===== config.mk =====
export PLATFORM = sky130hd
export DESIGN_NAME = pico_sequencer_flat
export DESIGN_NICKNAME = d
export VERILOG_FILES = /design/src/rtl/pico_sequencer_if.sv /design/src/rtl/pico_sequencer.sv /design/src/flat_wrapper.sv
export SDC_FILE = /design/constraint.sdc
export NUM_CORES = 1
export LEC_CHECK = 0
export BUFFER_PORTS_ARGS = -buffer_cell sky130_fd_sc_hd__buf_2
export CAP_MARGIN = 20
export CORE_AREA = 5 5 58 60
export DETAILED_ROUTE_END_ITERATION = 12
export DIE_AREA = 0 0 63 65
export HOLD_SLACK_MARGIN = 0.02
export PLACE_DENSITY = 0.67
export SLEW_MARGIN = 25
export SYNTH_ARGS = -nofsm -noshare
export SYNTH_HDL_FRONTEND = slang
export SYNTH_SLANG_ARGS = --single-unit

===== constraint.sdc =====
create_clock -name clk -period 3.4 [get_ports clk]
set_clock_uncertainty 0.1 [all_clocks]
set_input_delay 0.51 -clock clk [delete_from_list [all_inputs] [get_ports clk]]
set_output_delay 0.51 -clock clk [all_outputs]
set_load 0.1 [all_outputs]

===== src/rtl/pico_sequencer_if.sv =====
// Control bundle between the pico decoder / I/O ports and the sequencer.
// Decoder flags and I/O handshake inputs flow toward the sequencer.
// Strobes flow back toward the datapath and I/O ports.
//
// Handshake semantics:
//   in_valid / in_ack : the input port raises in_valid when it holds data.
//                       The sequencer pulses in_ack for exactly one cycle on
//                       the cycle it consumes that data. in_ack is never
//                       raised while in_valid is low.
//   out_valid / out_ready : the sequencer raises out_valid and holds it until
//                       accepted. A transfer happens on the cycle where
//                       out_valid & out_ready are both high. out_valid drops
//                       on the following cycle.
interface pico_sequencer_if;
  // Decoder flags
  logic reg_write;
  logic pc_rel_branch;
  logic mult;
  logic read_in;
  logic write_out;
  // I/O handshake inputs
  logic in_valid;
  logic out_ready;
  // Strobes
  logic ir_load;
  logic pc_en;
  logic pc_branch;
  logic reg_we;
  logic mult_start;
  logic in_ack;
  logic out_valid;

  // Core side: decoder and I/O ports drive flags and consume strobes.
  modport master (
    output reg_write, pc_rel_branch, mult, read_in, write_out,
    output in_valid, out_ready,
    input  ir_load, pc_en, pc_branch, reg_we, mult_start, in_ack, out_valid
  );

  // Sequencer side.
  modport slave (
    input  reg_write, pc_rel_branch, mult, read_in, write_out,
    input  in_valid, out_ready,
    output ir_load, pc_en, pc_branch, reg_we, mult_start, in_ack, out_valid
  );
endinterface


===== src/rtl/pico_sequencer.sv =====
// Multi-cycle control sequencer for the pico MIPS core.
// Steps FETCH -> EXEC and stalls in MULT_WAIT, IN_WAIT or OUT_WAIT.
// State, multiplier counter and retired-instruction counter are registered.
// All strobes decode combinationally from the current state and inputs.
module pico_sequencer #(
  parameter int MULT_CYCLES = 4,
  parameter int COUNT_W     = 16
) (
  input  logic               clk,
  input  logic               reset,
  pico_sequencer_if.slave    bus,
  output logic [2:0]         state,
  output logic [COUNT_W-1:0] instr_count
);

  // The counter is loaded with MULT_CYCLES-1 and counts down to zero.
  // One bit is enough when MULT_CYCLES is 1 (the load value is 0).
  localparam int CNT_W = (MULT_CYCLES > 1) ? $clog2(MULT_CYCLES) : 1;
  localparam logic [CNT_W-1:0] CNT_LOAD = CNT_W'(MULT_CYCLES - 1);

  typedef enum logic [2:0] {
    S_FETCH     = 3'd0,
    S_EXEC      = 3'd1,
    S_MULT_WAIT = 3'd2,
    S_IN_WAIT   = 3'd3,
    S_OUT_WAIT  = 3'd4
  } state_t;

  state_t           state_q;
  state_t           state_d;
  logic [CNT_W-1:0] cnt_q;
  logic [CNT_W-1:0] cnt_d;

  logic ir_load;
  logic pc_en;
  logic pc_branch;
  logic reg_we;
  logic mult_start;
  logic in_ack;
  logic out_valid;

  // Next-state and strobe decode. Reset masks every strobe in the same cycle,
  // so a stall that is interrupted never writes, acks or retires.
  always_comb begin
    state_d    = S_FETCH;
    cnt_d      = cnt_q;
    ir_load    = 1'b0;
    pc_en      = 1'b0;
    pc_branch  = 1'b0;
    reg_we     = 1'b0;
    mult_start = 1'b0;
    in_ack     = 1'b0;
    out_valid  = 1'b0;

    case (state_q)
      S_FETCH: begin
        ir_load = 1'b1;
        state_d = S_EXEC;
      end

      // Decoder flags are only looked at here; priority mult > read_in > write_out.
      S_EXEC: begin
        if (bus.mult) begin
          mult_start = 1'b1;
          cnt_d      = CNT_LOAD;
          state_d    = S_MULT_WAIT;
        end else if (bus.read_in) begin
          if (bus.in_valid) begin
            reg_we  = 1'b1;
            in_ack  = 1'b1;
            pc_en   = 1'b1;
            state_d = S_FETCH;
          end else begin
            state_d = S_IN_WAIT;
          end
        end else if (bus.write_out) begin
          out_valid = 1'b1;
          if (bus.out_ready) begin
            pc_en   = 1'b1;
            state_d = S_FETCH;
          end else begin
            state_d = S_OUT_WAIT;
          end
        end else begin
          // ALU, branch, jump, or an unknown opcode (all flags low -> NOP).
          reg_we    = bus.reg_write;
          pc_en     = 1'b1;
          pc_branch = bus.pc_rel_branch;
          state_d   = S_FETCH;
        end
      end

      S_MULT_WAIT: begin
        if (cnt_q == '0) begin
          reg_we  = 1'b1;
          pc_en   = 1'b1;
          state_d = S_FETCH;
        end else begin
          cnt_d   = cnt_q - CNT_W'(1);
          state_d = S_MULT_WAIT;
        end
      end

      S_IN_WAIT: begin
        if (bus.in_valid) begin
          reg_we  = 1'b1;
          in_ack  = 1'b1;
          pc_en   = 1'b1;
          state_d = S_FETCH;
        end else begin
          state_d = S_IN_WAIT;
        end
      end

      S_OUT_WAIT: begin
        out_valid = 1'b1;
        if (bus.out_ready) begin
          pc_en   = 1'b1;
          state_d = S_FETCH;
        end else begin
          state_d = S_OUT_WAIT;
        end
      end

      // Unused encodings fall back to FETCH on the next edge.
      default: begin
        state_d = S_FETCH;
      end
    endcase

    if (reset) begin
      ir_load    = 1'b0;
      pc_en      = 1'b0;
      pc_branch  = 1'b0;
      reg_we     = 1'b0;
      mult_start = 1'b0;
      in_ack     = 1'b0;
      out_valid  = 1'b0;
    end
  end

  // State, multiplier countdown and retired-instruction counter.
  always_ff @(posedge clk) begin
    if (reset) begin
      state_q     <= S_FETCH;
      cnt_q       <= '0;
      instr_count <= '0;
    end else begin
      state_q <= state_d;
      cnt_q   <= cnt_d;
      if (pc_en) begin
        instr_count <= instr_count + COUNT_W'(1);
      end
    end
  end

  assign state          = state_q;
  assign bus.ir_load    = ir_load;
  assign bus.pc_en      = pc_en;
  assign bus.pc_branch  = pc_branch;
  assign bus.reg_we     = reg_we;
  assign bus.mult_start = mult_start;
  assign bus.in_ack     = in_ack;
  assign bus.out_valid  = out_valid;

endmodule


===== src/flat_wrapper.sv =====
// flat-port wrapper written by rule: the top's interface ports become plain ports
module pico_sequencer_flat 
#(
  parameter int MULT_CYCLES = 4,
  parameter int COUNT_W     = 16
)
  (clk, reset, state, instr_count, bus_reg_write, bus_pc_rel_branch, bus_mult, bus_read_in, bus_write_out, bus_in_valid, bus_out_ready, bus_ir_load, bus_pc_en, bus_pc_branch, bus_reg_we, bus_mult_start, bus_in_ack, bus_out_valid);
  pico_sequencer_if bus_i ();
  input  logic clk;
  input  logic reset;
  output logic [2:0] state;
  output logic [COUNT_W-1:0] instr_count;
  input wire logic [$bits(bus_i.reg_write)-1:0] bus_reg_write;
  input wire logic [$bits(bus_i.pc_rel_branch)-1:0] bus_pc_rel_branch;
  input wire logic [$bits(bus_i.mult)-1:0] bus_mult;
  input wire logic [$bits(bus_i.read_in)-1:0] bus_read_in;
  input wire logic [$bits(bus_i.write_out)-1:0] bus_write_out;
  input wire logic [$bits(bus_i.in_valid)-1:0] bus_in_valid;
  input wire logic [$bits(bus_i.out_ready)-1:0] bus_out_ready;
  output wire logic [$bits(bus_i.ir_load)-1:0] bus_ir_load;
  output wire logic [$bits(bus_i.pc_en)-1:0] bus_pc_en;
  output wire logic [$bits(bus_i.pc_branch)-1:0] bus_pc_branch;
  output wire logic [$bits(bus_i.reg_we)-1:0] bus_reg_we;
  output wire logic [$bits(bus_i.mult_start)-1:0] bus_mult_start;
  output wire logic [$bits(bus_i.in_ack)-1:0] bus_in_ack;
  output wire logic [$bits(bus_i.out_valid)-1:0] bus_out_valid;
  assign bus_i.reg_write = bus_reg_write;
  assign bus_i.pc_rel_branch = bus_pc_rel_branch;
  assign bus_i.mult = bus_mult;
  assign bus_i.read_in = bus_read_in;
  assign bus_i.write_out = bus_write_out;
  assign bus_i.in_valid = bus_in_valid;
  assign bus_i.out_ready = bus_out_ready;
  assign bus_ir_load = bus_i.ir_load;
  assign bus_pc_en = bus_i.pc_en;
  assign bus_pc_branch = bus_i.pc_branch;
  assign bus_reg_we = bus_i.reg_we;
  assign bus_mult_start = bus_i.mult_start;
  assign bus_in_ack = bus_i.in_ack;
  assign bus_out_valid = bus_i.out_valid;
  pico_sequencer #(.MULT_CYCLES(MULT_CYCLES), .COUNT_W(COUNT_W)) u_core (.clk(clk), .reset(reset), .bus(bus_i), .state(state), .instr_count(instr_count));
endmodule

==> impl_metrics.toml, run 1 <==
[cts]
numCtsBuffers = 3
cts_num_sinks = 21
cts-root-buf = "clkbuf_4"
post_cts_buffers = 0
cts.path.max_buffers = 2
clk_latency_ps = 300
path_clk_slew_ps = 110
ctsHoldBuffers = 0
cts_max_level = 1
cts_resized = 0
cts_tree = "yes"

[floorplanning]
die_x_um = 63
std_cell_rows = 20
coreArea_um2 = 2878
start_util_pct = 43.09
die_h_um = 65
ios = 35
die_area_um2 = 4095

[timing]
tightest_slew_ps = 487.6
whs_ps = 384.4
fin_crit_sh_pct = 86.16
setup_viol = 0
fin_crit_ps = 2930
hold_viol = 0
slew_headroom_pct = 67.20
rsz0062_at_grt = "false"
slew_viol_final = 0
fmax_mhz = 341.4

[drt]
via_count = 1192
drt_iter0_drc = 64
drt_wl_total_mm = 2.923
wire_per_inst_um = 13.47
remaining_drc_errors = 0
viasPerCell = 5.493
drt-pass1-iter-count = 4
ant_nets = 0

[cells_and_area]
n_fill_cell = 282
regArea_um2 = 420.4
area_growth_pct = 19.58
layout_common_cells = "buf_2 (34), nor2_1 (23), dfxtp_1 (21), xor2_1 (10)"
multi_input_area_um2 = 778.2
final_common_cell = "buf_2"
fin_nets = 196
final_util_pct = 51.52
drive_gt1_share_pct = 26.63
antennaDiodeCount = 0

[pwr]
peakVddDrop_uv = 255.0
powerDensity_nw_per_um2 = 366.9
p_leak_nw = 0.6426

[min_path]
hold_end = "u_core.cnt_q[0]"
min-delay-start = "u_core.cnt_q[0]"
whs_path_depth = 1
hold_class = "reg2reg"

[logic_synthesis]
postSynthAreaPerCell_um2 = 8.212
synth_top_flop_cell = "dfxtp_1"
synth_warnings = 0
ys_ff_latch = 21
synth_cell_types = 40
syn_nets = 162
async_reset_ff_share_pct = 0
ys_seq_area_share_pct = 33.91
syn_inst = 151
synth_edf_count = 0
syn_area_um2 = 1240

[global_route]
grt_overflow_total = 0
grt_pass1_vias = 1170
antenna_found_initial = 0
grt_max_degree = 26
grt_usage_pct = 14.57
grt_pass1_wl_mm = 5.037

[placed_design]
dp_hpwl_mm = 2.167
port_buffers = 34
gp_congestion = 0.8408

[setup_path]
r2r-start = "u_core.state[1]"
rrSetupSlack_ps = 910
r2r-end = "u_core.instr_count[4]"
rr_worst_depth = 6
worstPathArrival_ps = 2320
start_kind = "flip-flop"
end_kind = "output port"
path_class = "reg2out"
crit_fanout = 13
crit_required_ps = 2790

[flow_run]
maxCapViolations = 0

[status]
status = "complete, no violations"
## state kept, by name (all words and copies together) (netlist names)
| name | cells |
|---|---|
| u_core.cnt_q | 2 |
| u_core.state | 3 |
| u_core.instr_count | 16 |
## Yosys cell counts (2+ instances only)
cell type | n | area, µm²
dfxtp_1 | 21 | 420.4
and3_1 | 7 | 43.79
o21a_1 | 2 | 15.01
o211ai_1 | 5 | 37.54
and4_1 | 2 | 17.52
nand4b_1 | 2 | 17.52
nor2b_1 | 2 | 12.51
nand2_1 | 6 | 22.52
o21ai_0 | 6 | 30.03
nor3_1 | 6 | 30.03
o2111ai_1 | 5 | 43.79
inv_1 | 6 | 22.52
a211oi_1 | 3 | 22.52
xnor2_1 | 2 | 17.52
a21oi_1 | 7 | 35.03
clkbuf_1 | 7 | 26.28
nor2_1 | 24 | 90.09
ha_1 | 2 | 25.02
nand2b_1 | 4 | 25.02
nand3_1 | 3 | 15.01
xor2_1 | 10 | 87.58
## worst max-delay path by stage
| stage | slack [ps] | endpoint | start |
|---|---|---|---|
| 3_5_place_dp | 690 | bus_pc_en | bus_mult |
| 2_1_floorplan | -570 | bus_ir_load | u_core.state[2] |
| 4_1_cts | 440 | bus_pc_en | u_core.state[1] |
| 3_3_place_gp | 700 | bus_pc_en | bus_mult |
| 6_report | 470 | bus_pc_en | u_core.state[1] |
| 5_1_grt | 340 | bus_pc_en | u_core.state[1] |
## layout make-up
cell class / count / area share (%)
inverters: 6 / 1.519
well taps: 33 / 2.785
clock buffers: 3 / 1.519
flip-flops and latches: 21 / 28.35
multi-input cells: 116 / 52.49
repair buffers: 37 / 13.00
clock inverters: 1 / 0.3376
## cells by family (layout without fill, tap and decap cells)
group	count (synthesis)	in the layout	share of synthesized area (%)
and+or+nand+nor	65	65	27.75
AOI/OAI and AO/OA	35	35	21.80
DFF	21	21	33.90
buffers and inverters	14	47	4.339
xor gates and xnor gates	12	12	8.476
adders and majority gates	2	2	2.018
muxes	2	2	1.715
## power breakdown
group	total (W)	internal (W)	switching [W]
Clock	0.000118	0.0000438	0.0000742
Combinational	0.000160	0.0000406	0.000120
Sequential	0.000266	0.000254	0.0000119
Total	0.000544	0.000338	0.000206
## critical path, cell delays in order, from the launching register on
cell     delay, ps
dfxtp_1        450
or4b_4         610
o32ai_4        280
nor2_1         140
nor2_4         110
buf_2          430
## layer usage
| layer | vias to the layer above | wire, µm | GRT usage, % |
|---|---|---|---|
| met5 | - | 0 | 0 |
| met4 | 0 | 14 | 5.836 |
| met3 | 2 | 170 | 3.120 |
| met2 | 36 | 1364 | 23.85 |
| met1 | 539 | 1374 | 18.48 |
| li1 | 615 | - | - |
## metrics by stage
| stage | cells | power, W | TNS, ps | setup WS, ps | instance area [µm²] |
|---|---|---|---|---|---|
| after floorplan | 151 | 0.0003993 | -1140 | -569.9 | 1252 |
| after global placement | 213 | 0.0004287 | 0 | 697.6 | 1455 |
| after detailed placement | 213 | 0.0004322 | 0 | 692.3 | 1455 |
| after CTS | 217 | 0.0005522 | 0 | 441.3 | 1483 |
| after global routing | 217 | 0.0005746 | 0 | 339.6 | 1483 |
| final | 217 | 0.0005440 | 0 | 470.5 | 1483 |
No activity file was read; power rests on OpenSTA's default activity.
==> run 2, diff against run 1 <==
--- a/config.mk
+++ b/config.mk
@@ -5,13 +5,15 @@
 export SDC_FILE = /design/constraint.sdc
 export NUM_CORES = 1
 export LEC_CHECK = 0
+export ABC_AREA = 1
 export BUFFER_PORTS_ARGS = -buffer_cell sky130_fd_sc_hd__buf_2
 export CAP_MARGIN = 20
-export CORE_AREA = 5 5 58 60
+export CORE_AREA = 5 5 61 63
+export CTS_CLUSTER_DIAMETER = 100
 export DETAILED_ROUTE_END_ITERATION = 12
-export DIE_AREA = 0 0 63 65
+export DIE_AREA = 0 0 66 68
 export HOLD_SLACK_MARGIN = 0.02
-export PLACE_DENSITY = 0.67
+export PLACE_DENSITY = 0.66
 export SLEW_MARGIN = 25
 export SYNTH_ARGS = -nofsm -noshare
 export SYNTH_HDL_FRONTEND = slang
==> impl_metrics.toml, run 2 <==
[status]
status = "complete, no violations"

[cells_and_area]
final_cells = 291
final_common_cell = "nand2_1"
antennaDiodeCount = 0
multi_input_area_um2 = 858.3
fin_nets = 257
largest_register_ffs = 16
final_util_pct = 51.52
drive_gt1_share_pct = 26.94
area_growth_pct = 15.74
layout_common_cells = "nand2_1 (43), buf_2 (34), nand3_1 (26), inv_1 (25), nor2_1 (23)"
regArea_um2 = 420.4
n_fill_cell = 339
largest-register = "u_core.instr_count"

[placed_design]
dp_hpwl_mm = 2.441
pre_cts_slack_ps = 927.3
port_buffers = 34
placed_cells = 287
gp_congestion = 0.8655

[drt]
ant_nets = 0
drt_wl_total_mm = 3.283
viasPerCell = 4.928
wire_per_inst_um = 11.28
via_count = 1434
drt-pass1-iter-count = 4
drt_iter0_drc = 66
remaining_drc_errors = 0

[logic_synthesis]
synth_warnings = 0
synth_cell_types = 26
syn_nets = 223
ys_seq_area_share_pct = 29.71
syn_area_um2 = 1415
yosysTopAreaCell = "dfxtp_1"
syn_inst = 212
postSynthAreaPerCell_um2 = 6.675
async_reset_ff_share_pct = 0
synth_commonest_cells = "nand2_1 (43), nand3_1 (26), inv_1 (25)"
yosysMostFrequentCell = "nand2_1"
ys_ff_latch = 21
synth.top_cell.area_share_pct = 29.71
ys_top_cells_by_area = "dfxtp_1 (30%), nand2_1 (11%), nand3_1 (9.2%)"
synth_edf_count = 0
synth_top_flop_cell = "dfxtp_1"

[floorplanning]
die_h_um = 68
std_cell_rows = 21
die_area_um2 = 4488
coreArea_um2 = 3179
ios = 35
start_util_pct = 44.51
die_x_um = 66

[timing]
slew_viol_final = 0
fin_crit_ps = 2738
fin_crit_sh_pct = 80.52
fin_setup_tns_ps = 0
setup_ws_ps = 662.3
fmax_mhz = 365.3
hold_viol = 0
rsz0062_at_grt = "false"
setup_viol = 0
slew_headroom_pct = 67.03
tightest_slew_ps = 494.5

[cts]
cts_resized = 0
post_cts_buffers = 0
cts-root-buf = "clkbuf_4"
numCtsBuffers = 3
cts_tree = "yes"
cts_max_level = 1
path_clk_slew_ps = 110
ctsHoldBuffers = 0
cts.path.max_buffers = 2
cts_num_sinks = 21
clk_latency_ps = 310

[setup_path]
worstPathArrival_ps = 2130
cp_slowest_stage_delay_ps = 500
end_kind = "output port"
crit_chain = "nand3_2 > nor2_4 > nand3_2 > nand2_4 > nand2_4 > inv_1 > buf_2"
start_kind = "flip-flop"
critical_path.slowest_cell = "dfxtp_1"
path_class = "reg2out"
crit_fanout = 18
crit_required_ps = 2790

[global_route]
antenna_found_initial = 0
grt_pass1_vias = 1300
grt_overflow_total = 0
grt_max_degree = 21
grt_usage_pct = 16.05
grt_pass1_wl_mm = 5.589

[pwr]
power_w = 0.0005630
swShare_pct = 40.95
pwr-share-seq_pct = 47.2
clkPwrFrac_pct = 22.0
pwr-share-comb_pct = 30.8
peakVddDrop_uv = 226.1
powerDensity_nw_per_um2 = 343.7
p_leak_nw = 0.7016
switching_power_w = 0.0002305
p_int_w = 0.0003325

[min_path]
hold_class = "in2reg"

[flow_run]
maxCapViolations = 0
[run 2: cell types whose count changed in the layout (fill, tap and decap cells not counted), sizes merged, moves of 6 or more]
cell	change
a21oi	+12
nand3	+25
nand2	+48
and3	-7
inv	+20
nand4	+8
o2111ai	-6
[run 2: worst max-delay path, delay by kind of cell (launching register included)]
family	cells	cell delay (ps)
DFF	1	500
buffers and inverters	2	540
and+or+nand+nor	5	780
[run 2: cell type report]
cell class	count	area share (%)
multi-input cells	159	52.41
clock buffers	4	1.604
repair buffers	35	10.85
inverters	26	5.959
flip-flops and latches	21	25.67
well taps	46	3.514
[run 2: power by group through the flow]
stage                     Sequential (W)  Combinational (W)  Clock (W)
final                           0.000266           0.000173   0.000124
after global routing            0.000269           0.000185   0.000143
after CTS                       0.000266           0.000174   0.000131
after detailed placement        0.000271           0.000174          0
after global placement          0.000272           0.000173          0
after floorplan                 0.000315           0.000106          0
[run 2: per-layer routing]
| metal | part of all wire (%) | global-route usage [%] | vias up | wire, µm |
|---|---|---|---|---|
| met5 | 0 | 0 | - | 0 |
| met4 | 1.9 | 6.599 | 0 | 62 |
| met3 | 4.2 | 4.269 | 7 | 137 |
| met2 | 47 | 27.28 | 23 | 1551 |
| met1 | 47 | 19.23 | 645 | 1532 |
| li1 | - | - | 759 | - |
[run 2: logic make-up (layout without fill, tap and decap cells)]
kind of cell	count (synthesis)	in the layout	synth area share [%]
and+or+nand+nor	122	122	41.11
buffers and inverters	32	65	10.43
AOI/OAI and AO/OA	28	28	12.64
DFF	21	21	29.71
xor gates and xnor gates	7	7	4.333
adders and majority gates	2	2	1.768
[run 2: path summary, 6_finish.rpt]
| check | from | endpoint | slack [ps] | depth (start not counted) |
|---|---|---|---|---|
| max reg2reg | u_core.cnt_q[0] | u_core.instr_count[0] | 1690 | 9 |
| min | bus_out_ready | u_core.state[2] | 270 | 2 |
| max | u_core.state[0] | bus_pc_en | 660 | 7 |
| min reg2reg | u_core.cnt_q[1] | u_core.cnt_q[1] | 360 | 2 |
[run 2: metrics by stage]
stage / area [µm²] / hold WS (ps)
2_1_floorplan: 1426 / 330.2
3_3_place_gp: 1612 / 354.0
3_5_place_dp: 1612 / 352.3
4_1_cts: 1638 / 257.4
5_1_grt: 1638 / 249.6
6_report: 1638 / 265.2
